$ cat src/rtl/turbo_enc4.sv
// turbo_enc4 -- 4-lane parallel-concatenated turbo encoder.
// Buffers one frame of FRAME_LEN information bits, then streams four lanes per
// beat of systematic bit, RSC1 parity and RSC2 parity (RSC2 sees the frame
// through a linear-congruential interleaver j = (IL_OFF + i*IL_P) mod FRAME_LEN).
// Optional trellis termination beat: define TURBO_ENC_TERM_EN.
module turbo_enc4 #(
    parameter int FRAME_LEN = 64,   // power of two, multiple of 4, 8..1024
    parameter int IL_P      = 13,   // interleaver multiplier, odd
    parameter int IL_OFF    = 0     // interleaver offset
) (
    input  logic       clk,
    input  logic       rst,         // asynchronous, active-low
    input  logic       din_valid,
    input  logic [3:0] din,
    output logic       din_ready,
    output logic       dout_valid,
    input  logic       dout_ready,
    output logic [3:0] x_o,
    output logic [3:0] y1_o,
    output logic [3:0] y2_o,
    output logic       dout_last,
    output logic       dout_tail
);

    localparam int AW  = $clog2(FRAME_LEN);   // bit address width
    localparam int QB  = FRAME_LEN / 4;       // beats per frame
    localparam int BW  = AW - 2;              // beat index width
    localparam int BCW = BW + 1;              // beat counter must reach QB

    localparam logic [AW-1:0]  IB_INIT   = AW'(IL_OFF % FRAME_LEN);
    localparam logic [AW-1:0]  P_MOD     = AW'(IL_P % FRAME_LEN);
    localparam logic [AW-1:0]  IB_STEP   = AW'((4 * IL_P) % FRAME_LEN);
    localparam logic [BCW-1:0] BC_LASTLD = BCW'(QB - 1);
    localparam logic [BCW-1:0] BC_DONE   = BCW'(QB);
    localparam logic [BW-1:0]  LAST_BEAT = BW'(QB - 1);

    typedef enum logic [1:0] {
        S_LOAD,
        S_ENC
`ifdef TURBO_ENC_TERM_EN
        , S_TAIL
`endif
    } state_t;

    // Two-register recursive systematic convolutional encoder state.
    typedef struct packed {
        logic s1;
        logic s2;
    } rsc_t;

    state_t            state_q, state_d;
    logic [FRAME_LEN-1:0] frame_q, frame_view;
    // In ENC these registers describe the beat *after* the one on the outputs:
    // bc_q is the next beat to encode, ib_q its interleaver base, r1_q/r2_q the
    // encoder states after the beat currently presented.
    logic [BCW-1:0]    bc_q;
    logic [AW-1:0]     ib_q;
    rsc_t              r1_q, r2_q;

    logic              in_enc;
    logic [BW-1:0]     enc_beat;
    logic [AW-1:0]     enc_ib;
    rsc_t              enc_r1, enc_r2;
    logic [AW-1:0]     j_c [4];
    logic [3:0]        u_c, v_c, y1_c, y2_c;
    rsc_t              r1_end, r2_end;

    logic              load_fire, last_load, out_fire, enc_next, frame_end;

    assign din_ready = (state_q == S_LOAD);
    assign in_enc    = (state_q == S_ENC);
    assign load_fire = din_ready && din_valid;
    assign last_load = load_fire && (bc_q == BC_LASTLD);
    assign out_fire  = dout_valid && dout_ready;
    assign enc_next  = in_enc && out_fire && (bc_q != BC_DONE);
    assign frame_end = in_enc && out_fire && (bc_q == BC_DONE);

    // The first beat is encoded on the same edge that stores the last input
    // beat, so the encoder reads the buffer with the incoming beat merged in.
    assign enc_beat = in_enc ? bc_q[BW-1:0] : '0;
    assign enc_ib   = in_enc ? ib_q : IB_INIT;
    assign enc_r1   = in_enc ? r1_q : '0;
    assign enc_r2   = in_enc ? r2_q : '0;

    // State register.
    always_ff @(posedge clk or negedge rst) begin
        // NOTE: registered state uses non-blocking assignments so every flop
        // samples pre-edge values regardless of block ordering.
        if (!rst) state_q <= S_LOAD;
        else      state_q <= state_d;
    end

    // Next-state decode.
    always_comb begin
        // NOTE: every combinational output gets a default first; a path that
        // leaves one unassigned would infer a latch.
        state_d = state_q;
        case (state_q)
            S_LOAD: if (last_load) state_d = S_ENC;
`ifdef TURBO_ENC_TERM_EN
            S_ENC:  if (frame_end) state_d = S_TAIL;
            S_TAIL: if (out_fire)  state_d = S_LOAD;
`else
            S_ENC:  if (frame_end) state_d = S_LOAD;
`endif
            default: state_d = S_LOAD;
        endcase
    end

    // Buffer view with the beat currently on din merged at its slot.
    always_comb begin
        frame_view = frame_q;
        if (state_q == S_LOAD) frame_view[{bc_q[BW-1:0], 2'b00} +: 4] = din;
    end

    // Frame buffer storage.
    always_ff @(posedge clk) begin
        // NOTE: the buffer is not reset; every bit is rewritten before a frame
        // is encoded, and a reset leaves no path that reads stale contents.
        if (load_fire) frame_q <= frame_view;
    end

    // Gather systematic and interleaved bits for the four lanes.
    always_comb begin
        u_c = '0;
        v_c = '0;
        for (int l = 0; l < 4; l++) begin
            j_c[l]  = enc_ib + AW'(l) * P_MOD;     // wraps mod FRAME_LEN
            u_c[l]  = frame_view[{enc_beat, 2'(l)}];
            v_c[l]  = frame_view[j_c[l]];
        end
    end

    // Both RSC encoders, four steps chained within one beat.
    always_comb begin
        // NOTE: blocking assignments here are deliberate: each lane must see
        // the state produced by the previous lane in the same evaluation.
        r1_end = enc_r1;
        r2_end = enc_r2;
        y1_c   = '0;
        y2_c   = '0;
        for (int l = 0; l < 4; l++) begin
            // a = u^s1^s2; parity = a^s2 = u^s1; next (s1,s2) = (a,s1)
            y1_c[l] = u_c[l] ^ r1_end.s1;
            r1_end  = '{s1: u_c[l] ^ r1_end.s1 ^ r1_end.s2, s2: r1_end.s1};
            y2_c[l] = v_c[l] ^ r2_end.s1;
            r2_end  = '{s1: v_c[l] ^ r2_end.s1 ^ r2_end.s2, s2: r2_end.s1};
        end
    end

    // Counters, encoder states and registered output beat.
    always_ff @(posedge clk or negedge rst) begin
        if (!rst) begin
            bc_q       <= '0;
            ib_q       <= '0;
            r1_q       <= '0;
            r2_q       <= '0;
            dout_valid <= 1'b0;
            x_o        <= '0;
            y1_o       <= '0;
            y2_o       <= '0;
            dout_last  <= 1'b0;
`ifdef TURBO_ENC_TERM_EN
            dout_tail  <= 1'b0;
`endif
        end else if (last_load || enc_next) begin
            bc_q       <= BCW'(enc_beat) + BCW'(1);
            ib_q       <= enc_ib + IB_STEP;
            r1_q       <= r1_end;
            r2_q       <= r2_end;
            dout_valid <= 1'b1;
            x_o        <= u_c;
            y1_o       <= y1_c;
            y2_o       <= y2_c;
`ifdef TURBO_ENC_TERM_EN
            dout_last  <= 1'b0;
`else
            dout_last  <= (enc_beat == LAST_BEAT);
`endif
        end else if (load_fire) begin
            bc_q <= bc_q + BCW'(1);
`ifdef TURBO_ENC_TERM_EN
        end else if (frame_end) begin
            // Two tail steps per encoder: u = s1^s2, parity = s2, then the
            // state shifts to (0, s1), so the second step gives u = parity = s1.
            bc_q       <= '0;
            x_o        <= {r2_q.s1, r2_q.s1 ^ r2_q.s2, r1_q.s1, r1_q.s1 ^ r1_q.s2};
            y1_o       <= {2'b00, r1_q.s1, r1_q.s2};
            y2_o       <= {r2_q.s1, r2_q.s2, 2'b00};
            dout_last  <= 1'b1;
            dout_tail  <= 1'b1;
        end else if ((state_q == S_TAIL) && out_fire) begin
            dout_valid <= 1'b0;
            x_o        <= '0;
            y1_o       <= '0;
            y2_o       <= '0;
            dout_last  <= 1'b0;
            dout_tail  <= 1'b0;
`else
        end else if (frame_end) begin
            bc_q       <= '0;
            dout_valid <= 1'b0;
            x_o        <= '0;
            y1_o       <= '0;
            y2_o       <= '0;
            dout_last  <= 1'b0;
`endif
        end
    end

`ifndef TURBO_ENC_TERM_EN
    assign dout_tail = 1'b0;
`endif

endmodule
$ cat config.mk
export PLATFORM = sky130hd
export DESIGN_NAME = turbo_enc4
export DESIGN_NICKNAME = d
export VERILOG_FILES = /design/src/rtl/turbo_enc4.sv
export SDC_FILE = /design/constraint.sdc
export NUM_CORES = 1
export LEC_CHECK = 0
export CORE_MARGIN = 5
export CORE_UTILIZATION = 24
export CTS_CLUSTER_DIAMETER = 50
export CTS_CLUSTER_SIZE = 24
export DETAILED_ROUTE_END_ITERATION = 16
export HOLD_SLACK_MARGIN = 0.1
export PLACE_DENSITY_LB_ADDON = 0.15
export SYNTH_ARGS = -nofsm -noshare
export SYNTH_HDL_FRONTEND = slang
export SYNTH_SLANG_ARGS = --single-unit
$ cat constraint.sdc
create_clock -name clk -period 12.66 [get_ports clk]
set_input_delay 1.899 -clock clk [delete_from_list [all_inputs] [get_ports clk]]
set_output_delay 1.899 -clock clk [all_outputs]
set_load 0.05 [all_outputs]
# Word-level counts from Yosys, hierarchy flattened

Cells that the tools add are included.

Add/subtract/negate cells: 7
Order comparisons: 8
Equal/unequal tests: 8
Shift-type cells: 2
Muxes and demuxes: 37
Bitwise logic cells: 16
Reductions and logical operators: 12

Operator list:

| kind                                                  | number |
|---|---|
| bitwise mux 64 bit                                    | 1 |
| two-way mux 64 bit                                    | 1 |
| variable shift 4 x 8 -> 64 bit (first input constant) | 1 |
| variable part select 4 x 8 -> 64 bit                  | 1 |
| < comparator 6 x 7 -> 1 bit (second input constant)   | 8 |
| binary-select mux 1 bit (select 6 bit)                | 4 |
| two-way mux 4 bit                                     | 6 |
| binary-select mux 1 bit (select 4 bit)                | 4 |
| bitwise XOR 1 bit                                     | 16 |
| two-way mux 5 bit                                     | 3 |
| adder 6 bit (second input constant)                   | 2 |
| two-way mux 1 bit                                     | 12 |
| two-way mux 2 bit                                     | 4 |
| negator 6 -> 8 bit                                    | 1 |
| adder 6 x 4 -> 6 bit (second input constant)          | 1 |
| adder 6 x 5 -> 6 bit (second input constant)          | 1 |
| logical AND 1 bit                                     | 6 |
| two-way mux 6 bit                                     | 1 |
| != test 2 x 1 -> 1 bit (second input constant)        | 3 |
| adder 4 x 1 -> 5 bit (second input constant)          | 1 |
| adder 5 x 1 -> 5 bit (second input constant)          | 1 |
| == test 5 x 4 -> 1 bit (second input constant)        | 1 |
| == test 5 bit (second input constant)                 | 1 |
| != test 5 bit (second input constant)                 | 1 |
| other kinds (8)                                       | 9 |

Register bits after elaboration: 95
Bits of input ports: 8
Output and inout bits: 16

# Depth between registers and ports, before layout

Depth in word-level cells: 14
Depth in mapped cells: 20
Gate-level depth less buffers: 14

# Least setup slack after synthesis

Ideal clock, no wire load.

Path type: input to register
From: in din_valid
To: reg ib_q[5]
Data arrival time: 4,560 ps
Data required time: 12,572 ps
Setup slack: 8,011 ps
Stages on the path: 8
Buffers on the path: 2
Cells stage by stage: nand2_1 -> inv_1 -> nand2_1 -> nand2_1 -> clkbuf_1 -> clkbuf_1 -> a31oi_1 -> a41oi_1

Word-level cells in the longest chain between the ends: 3

RTL lines:

| item                   | line | RTL |
|---|---|---|
| start: declaration     | 13   | `input logic din_valid,` |
| logical AND 1 bit      | 72   | `assign load_fire = din_ready && din_valid;` |
| named net load_fire    | 68   | `logic load_fire, last_load, out_fire, enc_next, frame_end;` |
| logical AND 1 bit      | 73   | `assign last_load = load_fire && (bc_q == BC_LASTLD);` |
| logical OR 1 bit       | 166  | `end else if (last_load \|\| enc_next) begin` |
| end signal: assignment | 168  | `ib_q <= enc_ib + IB_STEP;` |
| end: declaration       | 57   | `logic [AW-1:0] ib_q;` |

The timed path passes the listed nets, and every way through them passes these cells.
A chain may end at the register's enable or synchronous reset.

# Worst setup path after layout

From: reg ib_q[1]
To: reg y2_o[3]

Word-level cells in the longest chain between the ends: 11

RTL lines:

| item                                                                         | line | RTL |
|---|---|---|
| two-way mux 6 bit *                                                          | 81   | `assign enc_ib = in_enc ? ib_q : IB_INIT;` |
| parallel branches: the longest is 8 deep, another holds adder 6 x 4 -> 6 bit | n/a  |  |
| bitwise XOR 1 bit *                                                          | 146  | `y2_c[l] = v_c[l] ^ r2_end.s1;` |
| two-way mux 4 bit *                                                          | 166  |  |
| end signal: assignment                                                       | 174  | `y2_o <= y2_c;` |
| end: declaration                                                             | 20   | `output logic [3:0] y2_o,` |

Mark *: on every way between the ends. The select of a mux whose other input is x is not followed.

==> reports/metrics.yaml <==
timing:
  skew_ns: 0.0132
  holdWs_ns: 0.486
  min_period_ns: 5.98
  period_share_pct: 47.3
  tns_ns: 0
  finalMaxSlewViolations: 0
  worstMarginPinSlew_ns: 1.46
  finalSetupViolCount: 0
  slew_headroom_pct: 2.24
  hold_viol_final: 0
  max_clock_freq_mhz: 167
  setup_slack_ns: 6.68
  rsz0062_at_grt: "no"
yosys:
  synth_edf_count: 64
  yosysSeqAreaShare_pct: 28.5
  synthMuxAreaShare_pct: 8.59
  synth-simple-area-share_pct: 23.0
  synth_top_family_by_area: "compound AO/OA/AOI/OAI gates"
  synth-main-ff-cell: "edfxtp_1"
  ys_warn_count: 0
  synth_area_mm2: 0.00937
  synth_compound_area_share_pct: 27.3
  synth-xor-area-share_pct: 3.71
  synth_nets: 1155
  synth.distinct_cells: 106
  syn-mean-instance-area_um2: 8.30
  netlist_instances: 1129
  ys_seq_elements: 94
  async_reset_ff_share_pct: 31.9
  synth-adder-area-share_pct: 2.40
placed_design:
  place_ws_ns: 6.79
  numPortBuffers: 22
  gp_congestion: 1.01
  place_hpwl_mm: 36.4
cts:
  h-tree-depth: 3
  cts.sinks: 94
  cts_resized: 0
  cts_setup_buffers: 0
  cts_inserted_buffers: 9
  cts_tree: "yes"
  cts_max_path_buffers: 2
  clk_root_buffer_cell: "clkbuf_16"
  cts_hold_buffers: 0
  clkTransAtPathRegs_ns: 0.08
  clk_latency_ns: 0.38
power:
  p_total_mw: 0.631
  p_leak_nw: 3.43
  power_density_mw_per_mm2: 60.9
  peakVddDrop_mv: 0.0547
cells_and_area:
  fillers: 4190
  nNetsFinal: 1133
  regArea_mm2: 0.00267
  drive_gt1_share_pct: 10.6
  synthToLayoutAreaGrowth_pct: 10.6
  antenna_cells: 0
  multi_input_area_mm2: 0.00610
worst_setup_path:
  r2r_slack_ns: 6.68
  cp_top_family: "simple AND/OR/NAND/NOR gates"
  worst_ep_required_time_ns: 12.97
  cp_data_arrival_time_ns: 6.29
  crit_type: "flip-flop to flip-flop"
  slowest_stage: "xnor2_1"
  cpPeakStageDelay_ns: 1.22
  crit_chain: "buf_4 > nand2_2 > inv_1 > buf_4 > ha_1 > xnor2_1 > o211ai_1 > a31oi_1 > a221o_1 > a211oi_1 > nor4b_1 > nor3_1 > o211a_1 > or4_1 > nand3_1"
  start_kind: "flip-flop"
  endpoint_kind: "flip-flop"
  cp_common_cell: "buf_4"
  crit_buf_inv: 3
  crit_fanout: 27
routing:
  avgRoutedWirePerCell_um: 30.1
  ant_nets: 0
  via_count: 9830
  dr.pass1.iters: 7
  drc_errors: 0
  via_per_inst: 6.03
  first_iter_violations: 1457
  wl_mm: 49.1
grt:
  grt_usage_pct: 22.0
  antenna_found_initial: 0
  grt_overflow: 0
  grt_start_max_net_pins: 71
  grt_pass1_wl_mm: 70.3
  grt_pass1_vias: 9391
floorplan:
  die_x_um: 208
  coreArea_mm2: 0.0386
  rows: 72
  start_util_pct: 24.2
  die_y_um: 208
  dieArea_mm2: 0.0431
  io_pins: 24
status:
  outcome: "complete, no violations"
worst_hold_path:
  hold_class: "flip-flop to flip-flop"
flow_run:
  max-cap-violations: 0
-- worst register-to-register path: cells and delay by family, from the launching register on --
kind | cells | cell delay [ns]
flops | 1 | 0.37
xor+xnor | 1 | 1.22
compound gates | 5 | 0.96
simple gates | 5 | 2.22
fa+ha+maj | 1 | 0.49
buf+inv | 3 | 0.67
-- area by class of cell --
class / instances / area share, %
repair buffers: 49 / 4.08
inverters: 56 / 2.03
multi-input cells: 897 / 58.9
flip-flops and latches: 94 / 25.8
clock buffers: 9 / 2.17
clock inverters: 7 / 0.773
well taps: 518 / 6.26
-- state kept, by name, indices dropped and copies added (netlist names) --
signal      flops
bc_q            5
dout_last       1
dout_valid      1
frame_q        64
ib_q            6
r1_q            2
r2_q            2
state_q         1
x_o             4
y1_o            4
y2_o            4
-- Yosys cell counts (10+ instances only) --
| cell | n | area (um2) |
|---|---|---|
| a211oi_1 | 23 | 173 |
| o21ai_0 | 57 | 285 |
| nor2_1 | 89 | 334 |
| nor2b_1 | 12 | 75.1 |
| o211ai_1 | 24 | 180 |
| inv_1 | 55 | 206 |
| mux4_2 | 12 | 270 |
| nand2b_1 | 10 | 62.6 |
| buf_2 | 36 | 180 |
| edfxtp_1 | 64 | 1920 |
| mux2i_1 | 35 | 350 |
| clkbuf_1 | 34 | 128 |
| a31oi_1 | 12 | 75.1 |
| nand3_1 | 51 | 255 |
| a21oi_1 | 52 | 260 |
| a21o_1 | 10 | 75.1 |
| xnor2_1 | 19 | 166 |
| dfrtp_1 | 30 | 751 |
| nand4_1 | 16 | 100 |
| ha_1 | 18 | 225 |
| a311oi_1 | 15 | 131 |
| and2_1 | 22 | 138 |
| nand2_1 | 134 | 503 |
| o21ai_1 | 13 | 65.1 |
| mux2_2 | 15 | 169 |
| nor3_1 | 25 | 125 |
| and3_1 | 22 | 138 |
-- power breakdown --
group / switching, mW / internal, mW / leakage, nW / total [mW]
clock network: 0.156 / 0.141 / 0.145 / 0.296
registers: 0 / 0.325 / 0.775 / 0.325
logic: 0.00683 / 0.00260 / 2.51 / 0.00944
-- per-layer routing --
layer / up-vias / GRT usage, % / wire (um) / part of all wire (%)
li1: 4228 / - / - / -
met1: 4882 / 30.2 / 20700 / 42
met2: 595 / 33.7 / 21700 / 44
met3: 125 / 3.20 / 3800 / 7.7
met4: 0 / 11.2 / 2820 / 5.7
met5: - / 0 / 0 / 0
-- worst paths after layout --
path,start,to,cells after the start
setup / recovery,ib_q[1],y2_o[3],15
hold / removal,dout_last,dout_last,2
setup reg to reg,ib_q[1],y2_o[3],15
hold reg to reg,dout_last,dout_last,2
max in group asynchronous,rst,y2_o[3],2
min in group asynchronous,rst,state_q[0],2
-- layout by cell type, fill, tap and decap left out, types with 22 or more instances in the layout --
master             n
edfxtp_1          64
a21oi_1           52
dfrtp_1           30
nor3_1            25
nand3_1           51
and3_1            22
and2_1            22
mux2i_1           35
clkdlybuf4s50_1   22
a211oi_1          23
inv_1             54
nand2_1          133
o211ai_1          24
nor2_1            89
buf_4             27
o21ai_0           57
-- per-stage QoR --
| stage | utilization, % | instance area, um2 | cells |
|---|---|---|---|
| final | 26.8 | 10400 | 1630 |
| after global routing | 26.8 | 10400 | 1630 |
| after CTS | 26.8 | 10400 | 1630 |
| after detailed placement | 26.0 | 10100 | 1614 |
| after global placement | 26.0 | 10100 | 1614 |
| after floorplan | - | 9370 | 1129 |
-- cells by family after synthesis --
family | count (synthesis)
and+or+nand+nor | 434
xor gates and xnor gates | 33
other | 1
muxes | 63
adders and majority gates | 18
AOI/OAI and AO/OA | 348
DFF | 94
buffers and inverters | 138
(Power assumes the default switching activity.)
